File: src/rtl/rggen_rtl_pkg.sv
// Shared types and helpers for the rggen interrupt coalescer.
// The saturating add operates at 32 bits; callers cast operands in and results out.
package rggen_rtl_pkg;

    typedef enum logic [1:0] {
        RGGEN_IRQ_IDLE,
        RGGEN_IRQ_WAIT,
        RGGEN_IRQ_ASSERT
    } rggen_irq_state;

    function automatic logic [31:0] rggen_sat_add(
        input logic [31:0] a,
        input logic [31:0] b,
        input logic [31:0] max_value
    );
        logic [32:0] sum;
        sum = {1'b0, a} + {1'b0, b};
        if (sum > {1'b0, max_value}) begin
            return max_value;
        end
        return sum[31:0];
    endfunction

endpackage

File: src/rtl/rggen_irq_coalescer_if.sv
// Status/config inputs and interrupt outputs of the coalescer, grouped as one bus.
interface rggen_irq_coalescer_if #(
    parameter int WIDTH       = 8,
    parameter int COUNT_WIDTH = 8,
    parameter int TIMER_WIDTH = 16
);
    logic [WIDTH-1:0]       i_status;
    logic [WIDTH-1:0]       i_enable;
    logic [COUNT_WIDTH-1:0] i_threshold;
    logic [TIMER_WIDTH-1:0] i_timeout;
    logic                   o_irq;
    logic [COUNT_WIDTH-1:0] o_event_count;
    logic                   o_busy;

    modport master (
        output i_status, i_enable, i_threshold, i_timeout,
        input  o_irq, o_event_count, o_busy
    );

    modport slave (
        input  i_status, i_enable, i_threshold, i_timeout,
        output o_irq, o_event_count, o_busy
    );
endinterface

File: src/rtl/rggen_popcount.sv
// Combinational population count of a bit vector.
module rggen_popcount #(
    parameter int WIDTH     = 8,
    parameter int OUT_WIDTH = $clog2(WIDTH + 1)
) (
    input  logic [WIDTH-1:0]     in_bits,
    output logic [OUT_WIDTH-1:0] ones
);
    always_comb begin
        ones = '0;
        for (int i = 0; i < WIDTH; i++) begin
            ones = ones + OUT_WIDTH'(in_bits[i]);
        end
    end
endmodule

File: src/rtl/rggen_irq_coalescer.sv
// Interrupt coalescer: counts newly raised enabled status bits and fires one
// registered irq on count threshold or wait timeout, held until all pending clear.
//   state  | meaning
//   IDLE   | nothing pending, counter and timer cleared
//   WAIT   | events pending, accumulating toward threshold or timeout
//   ASSERT | irq raised, held until every enabled pending bit clears
module rggen_irq_coalescer
    import rggen_rtl_pkg::*;
#(
    parameter int WIDTH       = 8,
    parameter int COUNT_WIDTH = 8,
    parameter int TIMER_WIDTH = 16
) (
    input  logic                  clk,
    input  logic                  rst_n,
    rggen_irq_coalescer_if.slave  bus
);
    localparam int RISE_WIDTH = $clog2(WIDTH + 1);
    localparam int TW1        = TIMER_WIDTH + 1;
    localparam logic [COUNT_WIDTH-1:0] CNT_MAX = '1;
    localparam logic [TIMER_WIDTH-1:0] TMR_MAX = '1;

    rggen_irq_state         state_q, state_d;
    logic [COUNT_WIDTH-1:0] cnt_q, cnt_d;
    logic [TIMER_WIDTH-1:0] timer_q, timer_d;
    logic [WIDTH-1:0]       prev_q;
    logic                   irq_q;

    logic [WIDTH-1:0]       pending;
    logic [WIDTH-1:0]       rise;
    logic [RISE_WIDTH-1:0]  n_rise;
    logic [COUNT_WIDTH-1:0] thr;
    logic [COUNT_WIDTH-1:0] cnt_next;
    logic [COUNT_WIDTH-1:0] cnt_first;
    logic [TIMER_WIDTH-1:0] timer_inc;
    logic                   tmo_hit;

    assign pending = bus.i_status & bus.i_enable;
    // prev_q follows pending every cycle, so enabling an already-set bit is a rise
    assign rise    = pending & ~prev_q;

    rggen_popcount #(
        .WIDTH     (WIDTH),
        .OUT_WIDTH (RISE_WIDTH)
    ) u_popcount (
        .in_bits (rise),
        .ones    (n_rise)
    );

    assign thr       = (bus.i_threshold == '0) ? COUNT_WIDTH'(1) : bus.i_threshold;
    assign cnt_next  = COUNT_WIDTH'(rggen_sat_add(32'(cnt_q), 32'(n_rise), 32'(CNT_MAX)));
    assign cnt_first = COUNT_WIDTH'(rggen_sat_add(32'd0, 32'(n_rise), 32'(CNT_MAX)));
    assign timer_inc = TIMER_WIDTH'(rggen_sat_add(32'(timer_q), 32'd1, 32'(TMR_MAX)));
    assign tmo_hit   = (bus.i_timeout != '0) &&
                       (({1'b0, timer_q} + TW1'(1)) >= {1'b0, bus.i_timeout});

    always_comb begin
        state_d = state_q;
        cnt_d   = cnt_q;
        timer_d = timer_q;
        case (state_q)
            RGGEN_IRQ_IDLE: begin
                timer_d = '0;
                if (pending != '0) begin
                    cnt_d   = cnt_first;
                    state_d = (cnt_first >= thr) ? RGGEN_IRQ_ASSERT : RGGEN_IRQ_WAIT;
                end else begin
                    cnt_d = '0;
                end
            end
            RGGEN_IRQ_WAIT: begin
                // Clearing takes priority over any fire condition in the same cycle
                if (pending == '0) begin
                    state_d = RGGEN_IRQ_IDLE;
                    cnt_d   = '0;
                    timer_d = '0;
                end else begin
                    cnt_d   = cnt_next;
                    timer_d = timer_inc;
                    if ((cnt_next >= thr) || tmo_hit) begin
                        state_d = RGGEN_IRQ_ASSERT;
                    end
                end
            end
            RGGEN_IRQ_ASSERT: begin
                if (pending == '0) begin
                    state_d = RGGEN_IRQ_IDLE;
                    cnt_d   = '0;
                    timer_d = '0;
                end else begin
                    cnt_d = cnt_next;
                end
            end
            default: begin
                state_d = RGGEN_IRQ_IDLE;
                cnt_d   = '0;
                timer_d = '0;
            end
        endcase
    end

    always_ff @(posedge clk or negedge rst_n) begin
        if (!rst_n) begin
            state_q <= RGGEN_IRQ_IDLE;
            cnt_q   <= '0;
            timer_q <= '0;
            prev_q  <= '0;
            irq_q   <= 1'b0;
        end else begin
            state_q <= state_d;
            cnt_q   <= cnt_d;
            timer_q <= timer_d;
            prev_q  <= pending;
            irq_q   <= (state_d == RGGEN_IRQ_ASSERT);
        end
    end

    assign bus.o_irq         = irq_q;
    assign bus.o_event_count = cnt_q;
    assign bus.o_busy        = (state_q != RGGEN_IRQ_IDLE);

endmodule

File: src/flat_wrapper.sv
// flat-port wrapper written by rule: the top's interface ports become plain ports
module rggen_irq_coalescer_flat import rggen_rtl_pkg::*;
#(
    parameter int WIDTH       = 8,
    parameter int COUNT_WIDTH = 8,
    parameter int TIMER_WIDTH = 16
)
  (clk, rst_n, bus_i_status, bus_i_enable, bus_i_threshold, bus_i_timeout, bus_o_irq, bus_o_event_count, bus_o_busy);
  rggen_irq_coalescer_if #(.WIDTH(WIDTH), .COUNT_WIDTH(COUNT_WIDTH), .TIMER_WIDTH(TIMER_WIDTH)) bus_i ();
  input  logic clk;
  input  logic rst_n;
  input wire logic [$bits(bus_i.i_status)-1:0] bus_i_status;
  input wire logic [$bits(bus_i.i_enable)-1:0] bus_i_enable;
  input wire logic [$bits(bus_i.i_threshold)-1:0] bus_i_threshold;
  input wire logic [$bits(bus_i.i_timeout)-1:0] bus_i_timeout;
  output wire logic [$bits(bus_i.o_irq)-1:0] bus_o_irq;
  output wire logic [$bits(bus_i.o_event_count)-1:0] bus_o_event_count;
  output wire logic [$bits(bus_i.o_busy)-1:0] bus_o_busy;
  assign bus_i.i_status = bus_i_status;
  assign bus_i.i_enable = bus_i_enable;
  assign bus_i.i_threshold = bus_i_threshold;
  assign bus_i.i_timeout = bus_i_timeout;
  assign bus_o_irq = bus_i.o_irq;
  assign bus_o_event_count = bus_i.o_event_count;
  assign bus_o_busy = bus_i.o_busy;
  rggen_irq_coalescer #(.WIDTH(WIDTH), .COUNT_WIDTH(COUNT_WIDTH), .TIMER_WIDTH(TIMER_WIDTH)) u_core (.clk(clk), .rst_n(rst_n), .bus(bus_i));
endmodule
File: config.mk
export PLATFORM = sky130hd
export DESIGN_NAME = rggen_irq_coalescer_flat
export DESIGN_NICKNAME = d
export VERILOG_FILES = /design/src/rtl/rggen_rtl_pkg.sv /design/src/rtl/rggen_irq_coalescer_if.sv /design/src/rtl/rggen_popcount.sv /design/src/rtl/rggen_irq_coalescer.sv /design/src/flat_wrapper.sv
export SDC_FILE = /design/constraint.sdc
export NUM_CORES = 1
export LEC_CHECK = 0
export ABC_AREA = 1
export CAP_MARGIN = 20
export CORE_MARGIN = 2
export CORE_UTILIZATION = 45
export CTS_BUF_LIST = sky130_fd_sc_hd__clkbuf_16
export DETAILED_ROUTE_END_ITERATION = 10
export PLACE_DENSITY = 0.69
export SLEW_MARGIN = 5
export SYNTH_ARGS = -nofsm -noshare
export SYNTH_HDL_FRONTEND = slang
export SYNTH_SLANG_ARGS = --single-unit
File: constraint.sdc
create_clock -name clk -period 6.55 [get_ports clk]
set_clock_uncertainty 0.2 [all_clocks]
set_input_delay 1.6375 -clock clk [delete_from_list [all_inputs] [get_ports clk]]
set_output_delay 1.6375 -clock clk [all_outputs]
set_load 0.02 [all_outputs]
==> results of run 1 <==
[logic make-up (layout without fill, tap and decap cells)]
group                      after synthesis  after routing  synth area share
AOI/OAI and AO/OA                       42             42            0.0704
xor gates and xnor gates                 7              7            0.0206
adders and majority gates               46             46             0.183
buffers and inverters                  108            191             0.126
DFF                                     35             35             0.262
and+or+nand+nor                        249            249             0.338
[flip-flops by register name, summed over array words and instances, names as in the netlist]
name / count
u_core.timer_q: 16
u_core.bus.o_event_count: 8
u_core.prev_q: 8
u_core.state_q: 2
u_core.bus.o_irq: 1
[power groups by stage]
stage	clock network [mW]	logic (mW)	registers, mW
5_1_grt	0.284	0.588	0.271
3_5_place_dp	0	0.475	0.270
6_report	0.274	0.519	0.269
4_1_cts	0.277	0.487	0.267
2_1_floorplan	0	0.274	0.279
3_3_place_gp	0	0.464	0.270
[cells in the mapped netlist]
| library cell | n |
|---|---|
| nor4_1 | 7 |
| nor2_2 | 3 |
| fa_1 | 5 |
| o21ai_1 | 2 |
| xor2_2 | 1 |
| nand4_1 | 6 |
| buf_4 | 2 |
| nor3_1 | 7 |
| inv_1 | 103 |
| a41o_1 | 1 |
| nand2_2 | 4 |
| o32ai_1 | 1 |
| and3_1 | 1 |
| inv_2 | 1 |
| nor2_1 | 44 |
| buf_6 | 1 |
| a21oi_1 | 16 |
| dfrtp_1 | 35 |
| nand2_1 | 138 |
| nand3_2 | 12 |
| o21ai_0 | 14 |
| clkbuf_1 | 1 |
| a21o_1 | 1 |
| xnor2_1 | 1 |
| xor2_1 | 5 |
| nand3_1 | 20 |
| nor3_4 | 1 |
| or2_2 | 5 |
| nor2_4 | 1 |
| ha_1 | 41 |
| o21bai_1 | 2 |
| a31oi_1 | 3 |
| o21a_1 | 1 |
| o31ai_1 | 1 |
[what timing repair did]
item	CTS	global route
buffers inserted	5	4
resized for setup	35	21
pin swaps	11	8
setup endpoints to repair	3	3
[layer usage]
metal,share of wire,up-vias
li1,-,1680
met3,0.042,6
met5,0,-
met4,0.011,0
met2,0.50,74
met1,0.45,1499
[worst min path at each step]
stage,slack [ns],start,depth (start not counted),end
CTS,0.32,u_core.timer_q[14],2,u_core.timer_q[14]
floorplan,0.27,u_core.timer_q[14],2,u_core.timer_q[14]
global route,0.36,u_core.timer_q[14],2,u_core.timer_q[14]
finish,0.32,u_core.timer_q[14],2,u_core.timer_q[14]
global placement,0.30,u_core.timer_q[14],2,u_core.timer_q[14]
detailed placement,0.30,u_core.timer_q[14],2,u_core.timer_q[14]
[final cells by class]
cell class | instances | area (um^2) | share of cell area
clock inverter | 3 | 42.5 | 0.00949
tap | 99 | 124 | 0.0276
clock buffer | 5 | 125 | 0.0279
inverter | 104 | 390 | 0.0871
timing repair buffer | 79 | 724 | 0.162
multi-input combinational | 344 | 2200 | 0.491
sequential | 35 | 876 | 0.195
[critical path, delay by kind of cell]
kind	cells	cell delay, ns
xor gates and xnor gates	2	0.32
and+or+nand+nor	10	1.10
buffers and inverters	3	0.65
AOI/OAI and AO/OA	5	0.74
adders and majority gates	6	2.07
[per-stage QoR]
stage	cells	TNS [ns]	utilization	setup slack [ns]
after floorplan	487	0	-	0.0131
after global placement	652	-2.47	0.569	-0.833
after detailed placement	652	-2.93	0.569	-0.985
after CTS	665	0	0.604	0.0123
after global routing	669	-0.560	0.622	-0.199
final	669	-0.0100	0.622	-0.0100
==> impl_metrics.yaml, run 1 <==
clock_network:
  cts_hold_buf: 0
  tritoncts: "built"
  clkSinkCount: 35
  numCtsBuffers: 5
  insertion_delay_ns: 0.28
  path_clk_slew_ns: 0.06
  cts_root_buf: "clkbuf_16"
  clockBufferDepth: 2
  cts-htree-levels: 2
power_and_ir_drop:
  p_int_mw: 0.661
  power_frac_seq: 0.253
  p_comb_frac: 0.489
  power_frac_clock: 0.258
  p_total_mw: 1.06
  power.leakage_nw: 2.58
  swShare: 0.377
  switchingPower_mw: 0.401
  powerDensity_mw_per_mm2: 237
  ir_drop_mv: 0.171
floorplan:
  coreArea_mm2: 0.00721
  pin_count: 52
  die_area_mm2: 0.00813
  start_util: 0.463
  row_count: 31
  die_width_um: 90.2
  die_h_um: 90.2
routing:
  first_pass_iters: 4
  vias: 3259
  vias_per_cell: 4.87
  ant_nets: 0
  wl_per_cell_um: 12.3
  drtIter0Drc: 269
  routed_wirelength_mm: 8.24
  drc: 0
timing:
  layout_setup_ws_ns: -0.0100
  slew_violations: 0
  post-route-period-util: 1.00
  relSlewSlack: 0.405
  whs_ns: 0.320
  worst_pin_slew_ns: 0.890
  rsz0062_at_grt: "yes"
  timing.final.crit_period_ns: 6.56
  hold_viol: 0
  setup_viol: 1
  fmax_mhz: 152
grt:
  grt_max_degree: 36
  gr-usage-met2: 0.362
  grt_use_met3: 0.0327
  antenna_found_initial: 0
  grt.overflow.total: 0
  track_usage: 0.207
  grt_pass1_vias: 3186
  grt_pass1_wl_mm: 14.0
  busiest_layer: "met2"
  grtUsageMet1: 0.264
synth:
  synth_largest_area_cell: "dfrtp_1"
  seq_area_frac_synth: 0.262
  synth_cell_types: 34
  synth_seq_cells: 35
  syn_inst: 487
  yosys_warnings: 0
  synth_nets: 575
  mappedNetlistArea_mm2: 0.00334
  synth_area_leaders: "dfrtp_1 26%, nand2_1 15%, ha_1 15%"
  synth_top_cell_area_share: 0.262
  syn_area_per_cell_um2: 6.86
finish:
  final_common_cell: "nand2_1"
  nFillCells: 663
  final_cell_mix: "132 x nand2_1, 100 x inv_1, 44 x clkdlybuf4s50_1, 39 x nor2_1, 37 x ha_1"
  final_area_mm2: 0.00448
  synthToLayoutAreaGrowth_pct: 34.2
  drive_gt1_frac: 0.168
  layout.nets: 657
  diodes: 0
worst_setup_path:
  crit_start: "bus_i_enable[5]"
  reg2reg_setup_slack_ns: 1.12
  worstPathArrival_ns: 6.53
  crit_required_ns: 6.52
  worst_path_most_repeated_cell: "nand2_1"
  crit_path_max_fanout: 3
  startpoint_type: "primary input"
  cpMaxStageDelayCell: "fa_1"
  crit_end: "u_core.bus.o_irq"
  reg2regPathDepth: 26
  max_stage_delay_ns: 0.50
  cp-end-kind: "register"
  reg2reg_from: "u_core.prev_q[0]"
  rr_endpoint: "u_core.bus.o_irq"
  worstSetupPathType: "primary input to register"
run_status:
  violations: "setup timing"
  status: "complete, but fails checks"
place:
  portBuffers: 51
  routabilityCongestion: 0.843
  hpwlAfterDp_mm: 6.43
  placed_area_mm2: 0.00410
flow_run:
  maxCapViolations: 0
worst_hold_path:
  hold_class: "register to register"
No activity file was read; power rests on OpenSTA's default activity.
==> run 2, diff against run 1 <==
--- a/config.mk
+++ b/config.mk
@@ -11,6 +11,7 @@
 export CORE_UTILIZATION = 45
 export CTS_BUF_LIST = sky130_fd_sc_hd__clkbuf_16
 export DETAILED_ROUTE_END_ITERATION = 10
+export HOLD_SLACK_MARGIN = 0.12
 export PLACE_DENSITY = 0.69
 export SLEW_MARGIN = 5
 export SYNTH_ARGS = -nofsm -noshare
==> results of run 2 <==
No change in the layout: final DEF, timing and power equal those of run 1.
